==> src/rtl/seq_chunk_addsub.sv <==
// Multi-cycle adder/subtractor: processes CHUNK bits per clock through a registered
// carry chain, finishing a WIDTH-bit add or subtract in WIDTH/CHUNK RUN cycles.
module seq_chunk_addsub #(
    parameter int WIDTH = 32,
    parameter int CHUNK = 4
) (
    input  logic             clk,
    input  logic             rst_n,
    input  logic             start,
    input  logic [WIDTH-1:0] a,
    input  logic [WIDTH-1:0] b,
    input  logic             sub,
    input  logic             cin,
    output logic             ready,
    output logic             busy,
    output logic             done,
    output logic [WIDTH-1:0] result,
    output logic             cout,
    output logic             overflow,
    output logic             zero
);

    localparam int NCYC = WIDTH / CHUNK;
    localparam int CW   = (NCYC > 1) ? $clog2(NCYC) : 1;

    typedef enum logic [1:0] {S_IDLE, S_RUN, S_DONE} state_t;

    state_t           state_q, state_d;
    logic [CW-1:0]    cnt_q, cnt_d;
    logic [WIDTH-1:0] opa_q, opa_d;
    logic [WIDTH-1:0] opb_q, opb_d;
    logic             carry_q, carry_d;
    logic [WIDTH-1:0] part_q, part_d;
    logic [WIDTH-1:0] result_q, result_d;
    logic             cout_q, cout_d;
    logic             ovf_q, ovf_d;
    logic             zero_q, zero_d;

    logic [CHUNK:0]   csum;
    logic             msb_cin;
    logic [WIDTH-1:0] part_shift;

    // One chunk of the ripple; the carry into its top bit is recovered from the sum bit.
    always_comb begin
        csum       = {1'b0, opa_q[CHUNK-1:0]} + {1'b0, opb_q[CHUNK-1:0]}
                   + {{CHUNK{1'b0}}, carry_q};
        msb_cin    = csum[CHUNK-1] ^ opa_q[CHUNK-1] ^ opb_q[CHUNK-1];
        part_shift = (part_q >> CHUNK) | (WIDTH'(csum[CHUNK-1:0]) << (WIDTH - CHUNK));
    end

    always_ff @(posedge clk or negedge rst_n) begin
        if (!rst_n) begin
            state_q  <= S_IDLE;
            cnt_q    <= '0;
            opa_q    <= '0;
            opb_q    <= '0;
            carry_q  <= 1'b0;
            part_q   <= '0;
            result_q <= '0;
            cout_q   <= 1'b0;
            ovf_q    <= 1'b0;
            zero_q   <= 1'b0;
        end else begin
            state_q  <= state_d;
            cnt_q    <= cnt_d;
            opa_q    <= opa_d;
            opb_q    <= opb_d;
            carry_q  <= carry_d;
            part_q   <= part_d;
            result_q <= result_d;
            cout_q   <= cout_d;
            ovf_q    <= ovf_d;
            zero_q   <= zero_d;
        end
    end

    always_comb begin
        state_d  = state_q;
        cnt_d    = cnt_q;
        opa_d    = opa_q;
        opb_d    = opb_q;
        carry_d  = carry_q;
        part_d   = part_q;
        result_d = result_q;
        cout_d   = cout_q;
        ovf_d    = ovf_q;
        zero_d   = zero_q;
        case (state_q)
            S_IDLE: begin
                if (start) begin
                    opa_d   = a;
                    opb_d   = sub ? ~b : b;
                    carry_d = sub ? 1'b1 : cin;
                    cnt_d   = '0;
                    state_d = S_RUN;
                end
            end
            S_RUN: begin
                opa_d   = opa_q >> CHUNK;
                opb_d   = opb_q >> CHUNK;
                carry_d = csum[CHUNK];
                part_d  = part_shift;
                cnt_d   = cnt_q + 1'b1;
                if (cnt_q == CW'(NCYC - 1)) begin
                    result_d = part_shift;
                    cout_d   = csum[CHUNK];
                    ovf_d    = msb_cin ^ csum[CHUNK];
                    zero_d   = (part_shift == '0);
                    state_d  = S_DONE;
                end
            end
            S_DONE:  state_d = S_IDLE;
            default: state_d = S_IDLE;
        endcase
    end

    always_comb begin
        ready = (state_q == S_IDLE);
        busy  = (state_q == S_RUN);
        done  = (state_q == S_DONE);
    end

    assign result   = result_q;
    assign cout     = cout_q;
    assign overflow = ovf_q;
    assign zero     = zero_q;

endmodule

==> config.mk <==
export PLATFORM = sky130hd
export DESIGN_NAME = seq_chunk_addsub
export DESIGN_NICKNAME = d
export VERILOG_FILES = /design/src/rtl/seq_chunk_addsub.sv
export SDC_FILE = /design/constraint.sdc
export NUM_CORES = 1
export LEC_CHECK = 0
export ABC_AREA = 1
export BUFFER_PORTS_ARGS = -buffer_cell sky130_fd_sc_hd__buf_2
export CORE_ASPECT_RATIO = 1.2
export CORE_MARGIN = 5
export CORE_UTILIZATION = 40
export DETAILED_ROUTE_END_ITERATION = 8
export SYNTH_ARGS = -nofsm -noshare
export SYNTH_HDL_FRONTEND = slang
export SYNTH_SLANG_ARGS = --single-unit
==> constraint.sdc <==
create_clock -name clk -period 5.5 [get_ports clk]
set_input_delay 0.55 -clock clk [delete_from_list [all_inputs] [get_ports clk]]
set_output_delay 0.55 -clock clk [all_outputs]
set_load 0.01 [all_outputs]
# Word level (Yosys, flattened, before mapping)

Index checks and enable logic that the tools add are counted.

Register bits: 137
Bits in latches: 0
RAM bits: 0
Bits in read-only memories: 0
Input bits: 69
Output and inout port bits: 38
Logic and storage cells: 42
Memories kept: 0

Add/sub/neg operators: 3
Multiply operators: 0
Div/mod/pow operators: 0
Magnitude comparators: 0
Eq/ne operators: 5
Shifts and indexed selects: 0
Multiplexer cells: 13
Bitwise gates (word level): 5
Reductions and logical operators: 6

Operator list:

| cell                  | count |
|---|---|
| $pmux W32 S2          | 2 |
| $mux W32              | 3 |
| $logic_not A32 Y1     | 1 |
| $not A32 Y32          | 1 |
| $or A28 B32 Y32       | 1 |
| $pmux W3 S2           | 1 |
| $reduce_and A2 Y1     | 3 |
| $add A4 B4 Y5         | 1 |
| $add A5 B1 Y5         | 1 |
| $mux W2               | 2 |
| $pmux W2 S2           | 1 |
| $add A3 B1 Y3 const B | 1 |
| $eq A3 B3 Y1 const B  | 1 |
| $mux W3               | 1 |
| $xor A1 B1 Y1         | 3 |
| $eq A2 B1 Y1 const B  | 1 |
| $eq A2 B2 Y1 const B  | 1 |
| $logic_not A2 Y1      | 1 |
| $mux W1               | 2 |
| $ne A2 B1 Y1 const B  | 1 |
| $ne A2 B2 Y1 const B  | 1 |
| $pmux W1 S2           | 1 |
| $reduce_bool A2 Y1    | 1 |

# Depth between registers and ports, before layout

Gate-level depths: netlist of the first run.

Depth in word-level cells: 5
Gate-level depth with buffers: 9
Mapped depth without buffers: 9

# Worst setup path before layout of the first run

OpenSTA, ideal clock, no wires.

Kind: register -> register
From: register opa_q[0]
To: register zero_q, in the netlist zero
Library setup time: 0.065 ns
Arrival time: 1.722 ns
Data required time: 5.435 ns
Setup slack: 3.713 ns
Stages on the path, launching flop included: 8
Path buffers: 0
Clock period less this slack: 1.787 ns
Path through: dfrtp_1 > fa_1 > fa_1 > inv_1 > nand3_1 > nor3_1 > nand3_1 > nand2_1

Word-level cells in the longest chain between the ends: 4

RTL lines:

| item                     | RTL line | text |
|---|---|---|
| start: declaration       | 30       | `logic [WIDTH-1:0] opa_q, opa_d;` |
| start signal: assignment | 66       | `opa_q <= opa_d;` |
| $add A4 B4 Y5            | 45       | `csum = {1'b0, opa_q[CHUNK-1:0]} + {1'b0, opb_q[CHUNK-1:0]}` |
| $add A5 B1 Y5            | 46       | `+ {{CHUNK{1'b0}}, carry_q};` |
| via csum[1]              | 39       | `logic [CHUNK:0] csum;` |
| $or A28 B32 Y32          | 48       | `part_shift = (part_q >> CHUNK) \| (WIDTH'(csum[CHUNK-1:0]) << (WIDTH - CHUNK));` |
| $logic_not A32 Y1        | 108      | `zero_d = (part_shift == '0);` |
| end signal: assignment   | 73       | `zero_q <= zero_d;` |
| end: declaration         | 37       | `logic zero_q, zero_d;` |

The timed path passes the listed nets, and every way through them passes these cells.
A chain may end at the register's enable or synchronous reset.

# Worst setup path after layout of the first run

From: register state_q[1]
To: output busy

Word-level cells in the longest chain between the ends: 1

RTL lines:

| item                     | RTL line | text |
|---|---|---|
| start: declaration       | 28       | `state_t state_q, state_d;` |
| start signal: assignment | 64       | `state_q <= state_d;` |
| $eq A2 B1 Y1             | 119      | `busy = (state_q == S_RUN);` |
| end: declaration         | 15       | `output logic busy,` |

No other way between the ends.

==> results of run 1 <==
sequential cells by signal, summed over array words and instances, names as in the netlist:
name      count
cout          1
part_q       28
opb_q        32
overflow      1
result       32
zero          1
cnt_q         3
carry_q       1
opa_q        32
state_q       2
cell type report:
class                   instances  area share [%]
clock buffers                  25            7.00
clock inverters                 4            1.05
inverters                      43            2.33
multi-input cells             414            30.4
flip-flops and latches        133            48.0
well taps                     175            3.16
repair buffers                109            8.06
power by group:
part / leakage [nW] / internal [mW] / switching (mW)
sequential: 1.71 / 1.39 / 0.229
combinational: 1.44 / 0.486 / 0.804
clock: 0.269 / 0.695 / 0.379
path summary, 6_finish.rpt:
kind                                         from                     to  cells after the start
setup / recovery           state_q[1]$_DFFE_PN0P_                   busy                      3
hold / removal                              rst_n  result[3]$_DFFE_PN0P_                      1
setup reg to reg             cnt_q[0]$_DFFE_PN0P_       zero$_DFFE_PN0P_                      8
hold reg to reg             result[2]$_DFFE_PN0P_  result[2]$_DFFE_PN0P_                      2
max in group asynchronous                   rst_n  opb_q[11]$_DFFE_PN0P_                      2
min in group clk                            a[19]  opa_q[19]$_DFFE_PN0P_                      3
synthesized netlist by cell type (all sizes together):
| cell | instances |
|---|---|
| dfrtp | 133 |
| a22o | 5 |
| clkbuf | 5 |
| xnor2 | 32 |
| fa | 2 |
| buf | 30 |
| nand2 | 197 |
| o221ai | 1 |
| o211ai | 12 |
| nor3 | 1 |
| a21oi | 3 |
| a22oi | 17 |
| nand4 | 2 |
| nor2 | 16 |
| ha | 5 |
| nand3 | 39 |
| inv | 43 |
| o21ai | 81 |
| xor2 | 1 |
cells by family (layout without fill, tap and decap cells):
group,Yosys count,count (layout)
adder cells (fa/ha/maj),7,7
AO/OA/AOI/OAI,119,119
AND/OR/NAND/NOR,255,255
XOR/XNOR,33,33
flip-flops,133,133
buffers and inverters,78,181
cell usage in the layout (no fill, tap or decap):
master      netlist  layout
nand2_2           0       1
inv_2             5       5
buf_4             0       3
clkbuf_8          0       3
a21oi_1           3       3
a22oi_1          17      17
o21ai_1          58      58
buf_2            27     105
clkbuf_1          5       5
o211ai_1         12      12
nand4_1           2       2
clkinvlp_4        0       1
nand2_1         196     195
dfrtp_1         133     133
nor2_4            1       1
nand2_4           1       1
clkinv_2          0       1
ha_1              5       5
clkbuf_16         0      17
xnor2_1          32      32
nor3_1            1       1
nand3_1          39      39
nor2_1           15      15
fa_1              2       2
xor2_1            1       1
a22o_1            5       5
bufinv_16         0       2
inv_1            38      38
o21ai_0          23      23
buf_6             0       1
o221ai_1          1       1
per-layer routing:
metal	global-route usage (%)	wire length (µm)	share of wire, %
met1	20.7	5590	45
met2	24.1	5920	48
met3	4.35	680	5.5
met4	5.61	143	1.2
met5	0	0	0
through the flow:
step	hold slack [ps]	area, µm²	utilization (%)	power, mW	setup slack, ps
floorplan	254	5760	-	2.53	3710
global placement	462	6380	44.6	2.90	3280
detailed placement	464	6380	44.6	2.95	3270
CTS	178	6940	48.5	4.04	2830
global route	206	6940	48.5	4.32	2710
finish	159	6940	48.5	3.98	2800
worst reg2reg max path: cells and delay by family (launching register included):
family / cells / cell delay, ps
adders and majority gates: 2 / 400
and+or+nand+nor: 6 / 1200
DFF: 1 / 400
==> impl_metrics.json, run 1 <==
{
  "gp_congestion": 0.756,
  "antenna_cells": 0,
  "ios": 107,
  "skew_ps": 6.19,
  "clock_sinks": 133,
  "ys_seq_area_share_pct": 57.7,
  "die_h_um": 142,
  "vdd_drop_max_v": 0.000215,
  "die-area_um2": 16900,
  "leakagePower_nw": 3.42,
  "grt-ovfl-total": 0,
  "fill_cells": 1385,
  "grt_max_degree": 113,
  "hpwlAfterDp_um": 8340,
  "fin_crit_ps": 2700,
  "cts_tree": "yes",
  "ys_types": 24,
  "synth_top_family_by_area": "simple AND/OR/NAND/NOR gates",
  "r2r_slack_ps": 3370,
  "period_share_pct": 49.0,
  "final_cells": 903,
  "io_buffers": 106,
  "syn2layout_area_growth_pct": 20.4,
  "critPathSlowestCell": "buf_4",
  "h-tree-depth": 4,
  "crit_buf_inv": 2,
  "fp.dieW_um": 120,
  "yosysTopAreaCell": "dfrtp_1",
  "ant_nets": 0,
  "finalHoldViolCount": 0,
  "fp-row-count": 48,
  "cts_made_buffers": 17,
  "wl_per_cell_um": 13.7,
  "core-area_um2": 14300,
  "slew_viol_final": 0,
  "clockRootBuffer": "clkbuf_16",
  "insertion_delay_ps": 410,
  "drt_iter0_drc": 382,
  "netlist.area_leader.share_pct": 57.7,
  "layout-drive-gt1-share_pct": 19.4,
  "yosys-mux-area-fraction_pct": 0,
  "worstPathCellList": "nor2_4 -> buf_4 -> buf_2",
  "multiInputGateArea_um2": 2110,
  "postCtsSetupBuffers": 0,
  "synth_nets": 701,
  "crit_path_end_kind": "primary output",
  "seqCellArea_um2": 3330,
  "path_class": "flip-flop to primary output",
  "grt_antenna_before_repair": 0,
  "arrival_ps": 2150,
  "synth-seq-cells": 133,
  "netlist_instances": 625,
  "cellPowerDensity_nw_per_um2": 574,
  "slew_headroom_pct": 24.0,
  "synthSimpleGateAreaFrac_pct": 17.8,
  "finalSetupTns_ps": 0,
  "max-cap-violations": 0,
  "syn_area_um2": 5760,
  "hp-class": "input port to async pin",
  "postCtsHoldBufs": 0,
  "nets": 794,
  "vias": 4414,
  "vias_per_cell": 4.89,
  "grt_pass1_vias": 4387,
  "firstDrtPassIters": 4,
  "synth_compound_area_share_pct": 12.0,
  "grt_pass1_wl_um": 21200,
  "dpl.cell_count": 874,
  "avgSynthCellArea_um2": 9.22,
  "crit_path_start_kind": "flip-flop",
  "setup_viol": 0,
  "rsz0062_at_grt": "false",
  "remaining_drc_errors": 0,
  "crit_family": "buffers and inverters",
  "critical-path-max-stage-delay_ps": 790,
  "grt_usage_pct": 15.4,
  "fmax_ghz": 0.371,
  "tightest_slew_ps": 1140,
  "ys_warn_count": 0,
  "cts-resized-gates": 0,
  "yosys.area_share.xor_xnor_pct": 5.01,
  "clk_pin_slew_worst_paths_ps": 50,
  "start_util_pct": 40.3,
  "synthAdderAreaFrac_pct": 1.78,
  "crit_fanout": 112,
  "ys_top_cells_by_area": "dfrtp_1, nand2_1, o21ai_1, xnor2_1, nand3_1",
  "required_ps": 4950,
  "clockBufferDepth": 2,
  "status": "completed",
  "finalWirelength_um": 12300
}
No activity file was read; power rests on OpenSTA's default activity.
==> run 2: changes to the inputs <==
==> constraint.sdc (replaced) <==
create_clock -name clk -period 2.65 [get_ports clk]
set_input_delay 0.265 -clock clk [delete_from_list [all_inputs] [get_ports clk]]
set_output_delay 0.265 -clock clk [all_outputs]
set_load 0.01 [all_outputs]
==> run 2 against run 1 <==
- sequential power increased by 110%
- count of clock-buffer cells in the layout decreased by 4
- register-to-register slack got worse by 2600 ps
- critical endpoint unchanged
- clock power increased by 100%
- global-route usage increased by 0.49 points
- die area unchanged
- highest routed layer unchanged
==> impl_metrics.json, run 2 (same netlist as run 1, synthesis figures left out) <==
{
  "syn2layout_area_growth_pct": 21.5,
  "vias_per_cell": 4.91,
  "vias": 4471,
  "finalWirelength_um": 12800,
  "antenna_cells": 0,
  "slew_viol_final": 0,
  "layout_commonest_cell": "nand2_1",
  "drt_iter0_drc": 247,
  "switching_power_mw": 3.00,
  "max-cap-violations": 0,
  "final_cell_mix": "nand2_1, dfrtp_1, buf_2, o21ai_1, nand3_1",
  "ant_nets": 0,
  "finalHoldViolCount": 0,
  "p_int_mw": 5.24,
  "gp_congestion": 0.795,
  "start_util_pct": 40.3,
  "crit_path_start_kind": "flip-flop",
  "grt_pass1_wl_um": 21600,
  "die-area_um2": 16900,
  "cellPowerDensity_nw_per_um2": 1180,
  "clockRootBuffer": "clkbuf_16",
  "grt_max_degree": 68,
  "min_from": "a[24]",
  "ios": 107,
  "fin_crit_ps": 1930,
  "critPathSlowestCell": "dfrtp_1",
  "worstPathCellList": "nor2_4 -> buf_4 -> buf_2",
  "skew_ps": 7.05,
  "postCtsSetupBuffers": 0,
  "core-area_um2": 14300,
  "crit_buf_inv": 2,
  "crit_fanout": 45,
  "fp.dieW_um": 120,
  "cts_tree": "yes",
  "rsz0062_at_grt": "false",
  "hp-class": "input port to flip-flop",
  "clock_sinks": 133,
  "p_seq_share_pct": 40.9,
  "swShare_pct": 36.4,
  "grt-ovfl-total": 0,
  "status": "completed",
  "grt_antenna_before_repair": 0,
  "h-tree-depth": 4,
  "required_ps": 2380,
  "insertion_delay_ps": 410,
  "finalSetupTns_ps": 0,
  "grt_usage_pct": 15.9,
  "clockBufferDepth": 2,
  "nets": 799,
  "layout-drive-gt1-share_pct": 20.5,
  "setup_viol": 0,
  "remaining_drc_errors": 0,
  "critical-path-max-stage-delay_ps": 450,
  "hpwlAfterDp_um": 8890,
  "leakagePower_nw": 3.47,
  "slew_headroom_pct": 39.5,
  "crit_start": "state_q[1]$_DFFE_PN0P_",
  "clk_pin_slew_worst_paths_ps": 60,
  "arrival_ps": 1660,
  "grt_pass1_vias": 4520,
  "postLayoutSetupSlackWorst_ps": 723,
  "path_class": "flip-flop to primary output",
  "place_ws_ps": 748,
  "vdd_drop_max_v": 0.000514,
  "fmax_ghz": 0.519,
  "crit_path_end_kind": "primary output",
  "io_buffers": 106,
  "cts_made_buffers": 17,
  "firstDrtPassIters": 4,
  "period_share_pct": 72.7,
  "crit_family": "buffers and inverters",
  "wl_per_cell_um": 14.0,
  "tightest_slew_ps": 907,
  "fp-row-count": 48,
  "die_h_um": 142,
  "p_clk_share_pct": 26.1,
  "r2r-start": "opa_q[0]$_DFFE_PN0P_",
  "combPwrFrac_pct": 33.0
}
run 2: cell count changes in the layout (fill, tap and decap cells not counted):
| cell | previous run | this run |
|---|---|---|
| dlygate4sd3_1 | 0 | 1 |
| clkinvlp_4 | 1 | 0 |
| clkbuf_8 | 3 | 2 |
| clkinv_2 | 1 | 9 |
| buf_4 | 3 | 4 |
| clkinv_4 | 0 | 1 |
| buf_12 | 0 | 3 |
| bufinv_16 | 2 | 1 |
| clkbuf_1 | 5 | 2 |
run 2: path summary, 6_finish.rpt:
check | end | slack [ps] | depth (start not counted)
hold reg to reg | cnt_q[0]$_DFFE_PN0P_ | 470 | 1
hold / removal | opa_q[24]$_DFFE_PN0P_ | 70 | 3
setup reg to reg | zero$_DFFE_PN0P_ | 750 | 7
setup / recovery | busy | 720 | 3
max in group asynchronous | part_q[21]$_DFFE_PN0P_ | 1520 | 3
min in group asynchronous | part_q[12]$_DFFE_PN0P_ | 380 | 2
run 2: what timing repair did:
action / 4_1_cts / 5_1_grt
hold buffers: 1 / 0
endpoints found under the hold margin: 54 / 0
resized for setup: 0 / 0
endpoints found under the setup margin: 0 / 0
run 2: worst min-delay path, delay by kind of cell:
family / cells / cell delay, ps
and+or+nand+nor: 2 / 100
buffers and inverters: 1 / 70
run 2: routing by layer:
| metal | global-route usage (%) | vias up | part of all wire [%] |
|---|---|---|---|
| met5 | 0 | - | 0 |
| met3 | 4.03 | 15 | 4.2 |
| met4 | 5.43 | 0 | 1.3 |
| met1 | 21.6 | 2120 | 48 |
| met2 | 25.1 | 95 | 47 |
| li1 | - | 2241 | - |
run 2: area by class of cell:
cell class / instances / area (µm²)
Timing Repair Buffer: 114 / 637
Clock buffer: 21 / 460
Tap cell: 175 / 219
Sequential cell: 133 / 3330
Inverter: 43 / 161
Clock inverter: 11 / 83.8
Multi-Input combinational cell: 414 / 2110
Fill cell: 1393 / 7290
run 2: power by group through the flow:
stage	sequential [mW]	clock (mW)	combinational, mW
finish	3.37	2.15	2.72
global route	3.48	2.29	3.12
CTS	3.38	2.19	2.79
detailed placement	3.40	0	2.77
global placement	3.37	0	2.71
floorplan	3.39	0	1.87
run 2: metrics by stage:
| step | utilization [%] | hold slack, ps | power, mW | cell area, µm² | instances |
|---|---|---|---|---|---|
| 2_1_floorplan | - | -30.6 | 5.26 | 5760 | 625 |
| 3_3_place_gp | 45.1 | 260 | 6.09 | 6450 | 878 |
| 3_5_place_dp | 45.1 | 258 | 6.18 | 6450 | 878 |
| 4_1_cts | 49.0 | 53.4 | 8.36 | 7000 | 911 |
| 5_1_grt | 49.0 | 60.6 | 8.89 | 7000 | 911 |
| 6_report | 49.0 | 68.6 | 8.24 | 7000 | 911 |
==> run 3: changes to the inputs <==
--- a/config.mk
+++ b/config.mk
@@ -5,7 +5,7 @@
 export SDC_FILE = /design/constraint.sdc
 export NUM_CORES = 1
 export LEC_CHECK = 0
-export ABC_AREA = 1
+export ABC_AREA = 0
 export BUFFER_PORTS_ARGS = -buffer_cell sky130_fd_sc_hd__buf_2
 export CORE_ASPECT_RATIO = 1.2
 export CORE_MARGIN = 5
==> constraint.sdc (replaced) <==
create_clock -name clk -period 1.85 [get_ports clk]
set_input_delay 0.185 -clock clk [delete_from_list [all_inputs] [get_ports clk]]
set_output_delay 0.185 -clock clk [all_outputs]
set_load 0.01 [all_outputs]
==> run 3 against run 2 <==
- the run now ends with negative setup slack left
- via count is 15% higher
- first-iteration DRC count is 28% higher
- global-route usage is 2.0 points higher
- final cell count is 9.5% higher
- sequential cell count stayed put
- die area is 10% higher
- hold slack worse by 15 ps
- critical endpoint is now zero$_DFFE_PN0P_
==> impl_metrics.json, run 3 <==
{
  "status": "finished with violations",
  "violations": "negative setup slack",
  "crit_path_end_kind": "flip-flop",
  "finalHoldViolCount": 0,
  "clock_sinks": 133,
  "dpl.cell_count": 965,
  "clockRootBuffer": "clkbuf_16",
  "hpwlAfterDp_um": 10800,
  "netlist_instances": 671,
  "min_from": "a[15]",
  "antenna_cells": 0,
  "arrival_ps": 2380,
  "h-tree-depth": 4,
  "r2r_cells": 6,
  "netlist_top_cells_count": "dfrtp_1, nand2_1, nor2_1, a21oi_1, o21ai_0",
  "netlist.area_leader.share_pct": 51.9,
  "syn2layout_area_growth_pct": 23.9,
  "max-cap-violations": 0,
  "clk_pin_slew_worst_paths_ps": 60,
  "cts_made_buffers": 17,
  "die-area_um2": 18700,
  "layout_commonest_cell": "dfrtp_1",
  "path_class": "flip-flop to flip-flop",
  "start_util_pct": 40.8,
  "cts_tree": "yes",
  "leakagePower_nw": 3.75,
  "final_cell_mix": "dfrtp_1, buf_2, nand2_1, nor2_1, a21oi_1",
  "drt_iter0_drc": 317,
  "required_ps": 2200,
  "setup_viol": 3,
  "tightest_slew_ps": 594,
  "grt_pass1_wl_um": 27200,
  "grt_usage_pct": 17.9,
  "vdd_drop_max_v": 0.000895,
  "ys_seq_area_share_pct": 51.9,
  "hp-class": "input port to flip-flop",
  "worstPathCellList": "fa_2 -> fa_2 -> nor4_2 -> nand4_1 -> a2111oi_4 -> a21o_1",
  "remaining_drc_errors": 0,
  "synth_most_common_cell": "dfrtp_1",
  "synth_nets": 747,
  "insertion_delay_ps": 420,
  "wl_per_cell_um": 16.2,
  "async_reset_ff_share_pct": 100,
  "firstDrtPassIters": 5,
  "period_share_pct": 109,
  "slew_headroom_pct": 60.4,
  "die_h_um": 149,
  "ant_nets": 0,
  "synth_ff_type": "dfrtp_1",
  "vias": 5158,
  "grt_max_degree": 58,
  "ys_warn_count": 0,
  "r2r_slack_ps": -170,
  "finalWirelength_um": 16200,
  "grt-ovfl-total": 0,
  "rsz0062_at_grt": "true",
  "nets": 855,
  "final_cells": 998,
  "synth_edf_count": 0,
  "fin_crit_ps": 2020,
  "grt_pass1_vias": 5347,
  "yosysTopAreaCell": "dfrtp_1",
  "syn_area_um2": 6410,
  "min_to": "opa_q[15]$_DFFE_PN0P_",
  "synth-seq-cells": 133,
  "r2r-start": "carry_q$_DFFE_PN0P_",
  "r2r-end": "zero$_DFFE_PN0P_",
  "grt_antenna_before_repair": 1,
  "postLayoutSetupSlackWorst_ps": -175,
  "fp-row-count": 50,
  "total_power_mw": 14.2,
  "crit_path_start_kind": "flip-flop",
  "worstHoldPathCells": 3,
  "clockBufferDepth": 2,
  "cpMostUsedCell": "fa_2",
  "critical-path-max-stage-delay_ps": 470,
  "fp.dieW_um": 126,
  "ios": 107,
  "ys_types": 38,
  "core-area_um2": 15700,
  "io_buffers": 106,
  "ys_top_cells_by_area": "dfrtp_1, nand2_1, a21oi_1, nor2_1, xnor2_1",
  "skew_ps": 6.49,
  "crit_fanout": 2,
  "slew_viol_final": 0,
  "layout-drive-gt1-share_pct": 26.2,
  "gp_congestion": 0.760,
  "critPathSlowestCell": "fa_2",
  "cellPowerDensity_nw_per_um2": 1790,
  "fmax_ghz": 0.494,
  "avgSynthCellArea_um2": 9.55,
  "vias_per_cell": 5.17
}
run 3: cell types whose count changed after synthesis, moves of 29 or more:
cell	delta
o21ai_1	-57
inv_1	-36
o22ai_1	+29
nand2_1	-103
a21oi_1	+66
nor2b_1	+37
nand3_1	-37
nor2_1	+76
run 3: per-layer routing:
metal	up-vias	global-route usage (%)	part of all wire (%)
li1	2516	-	-
met1	2511	22.5	42
met2	112	29.8	51
met3	17	4.49	4.8
met4	2	6.89	1.6
met5	-	0	0.043
run 3: final cells by class:
class,instances,area [µm²]
fill,1509,7760
sequential,133,3330
multi-input combinational,486,2890
timing repair buffer,137,822
clock buffer,19,443
tap,208,260
clock inverter,11,183
inverter,4,15.0
run 3: how the worst max path moves through the flow:
stage	startpoint	to	slack (ps)	depth (start not counted)
after floorplan	carry_q$_DFFE_PN0P_	zero$_DFFE_PN0P_	-80	6
after global placement	carry_q$_DFFE_PN0P_	zero$_DFFE_PN0P_	-130	6
after detailed placement	carry_q$_DFFE_PN0P_	zero$_DFFE_PN0P_	-170	6
after CTS	carry_q$_DFFE_PN0P_	zero$_DFFE_PN0P_	-180	6
after global routing	carry_q$_DFFE_PN0P_	zero$_DFFE_PN0P_	-260	6
final	carry_q$_DFFE_PN0P_	zero$_DFFE_PN0P_	-170	6
run 3: logic make-up after synthesis:
logic type | synth area share, %
buf+inv | 3.61
simple gates | 16.0
mux | 6.01
fa+ha+maj | 1.60
compound gates | 16.2
flops | 51.9
xor+xnor | 4.65
run 3: report_power, final:
group | switching, mW | internal (mW) | total, mW
clock network | 1.21 | 2.40 | 3.60
logic | 2.80 | 2.51 | 5.30
registers | 1.04 | 4.25 | 5.29
run 3: metrics by stage:
step | cell area [µm²] | TNS (ps) | utilization [%] | setup WS [ps] | hold slack [ps]
after detailed placement | 7270 | -273 | 46.3 | -167 | 183
final | 7940 | -320 | 50.6 | -175 | 54.0
after CTS | 7930 | -270 | 50.5 | -179 | 41.5
after global routing | 7940 | -584 | 50.6 | -265 | 51.0
after global placement | 7270 | -183 | 46.3 | -134 | 181
after floorplan | 6430 | -81.6 | - | -81.6 | -111
run 3: worst max-delay path, delay by kind of cell, from the launching register on:
kind / cells / cell delay [ps]
AOI/OAI and AO/OA: 2 / 340
adders and majority gates: 2 / 880
DFF: 1 / 400
and+or+nand+nor: 2 / 340
run 3: what timing repair did:
action                                  in CTS  in global routing
gates resized for setup                      3                  1
endpoints found under the setup margin       2                  3
hold buffers                                 1                  0
hold endpoints to repair                    33                  0
buffers inserted                             1                  1
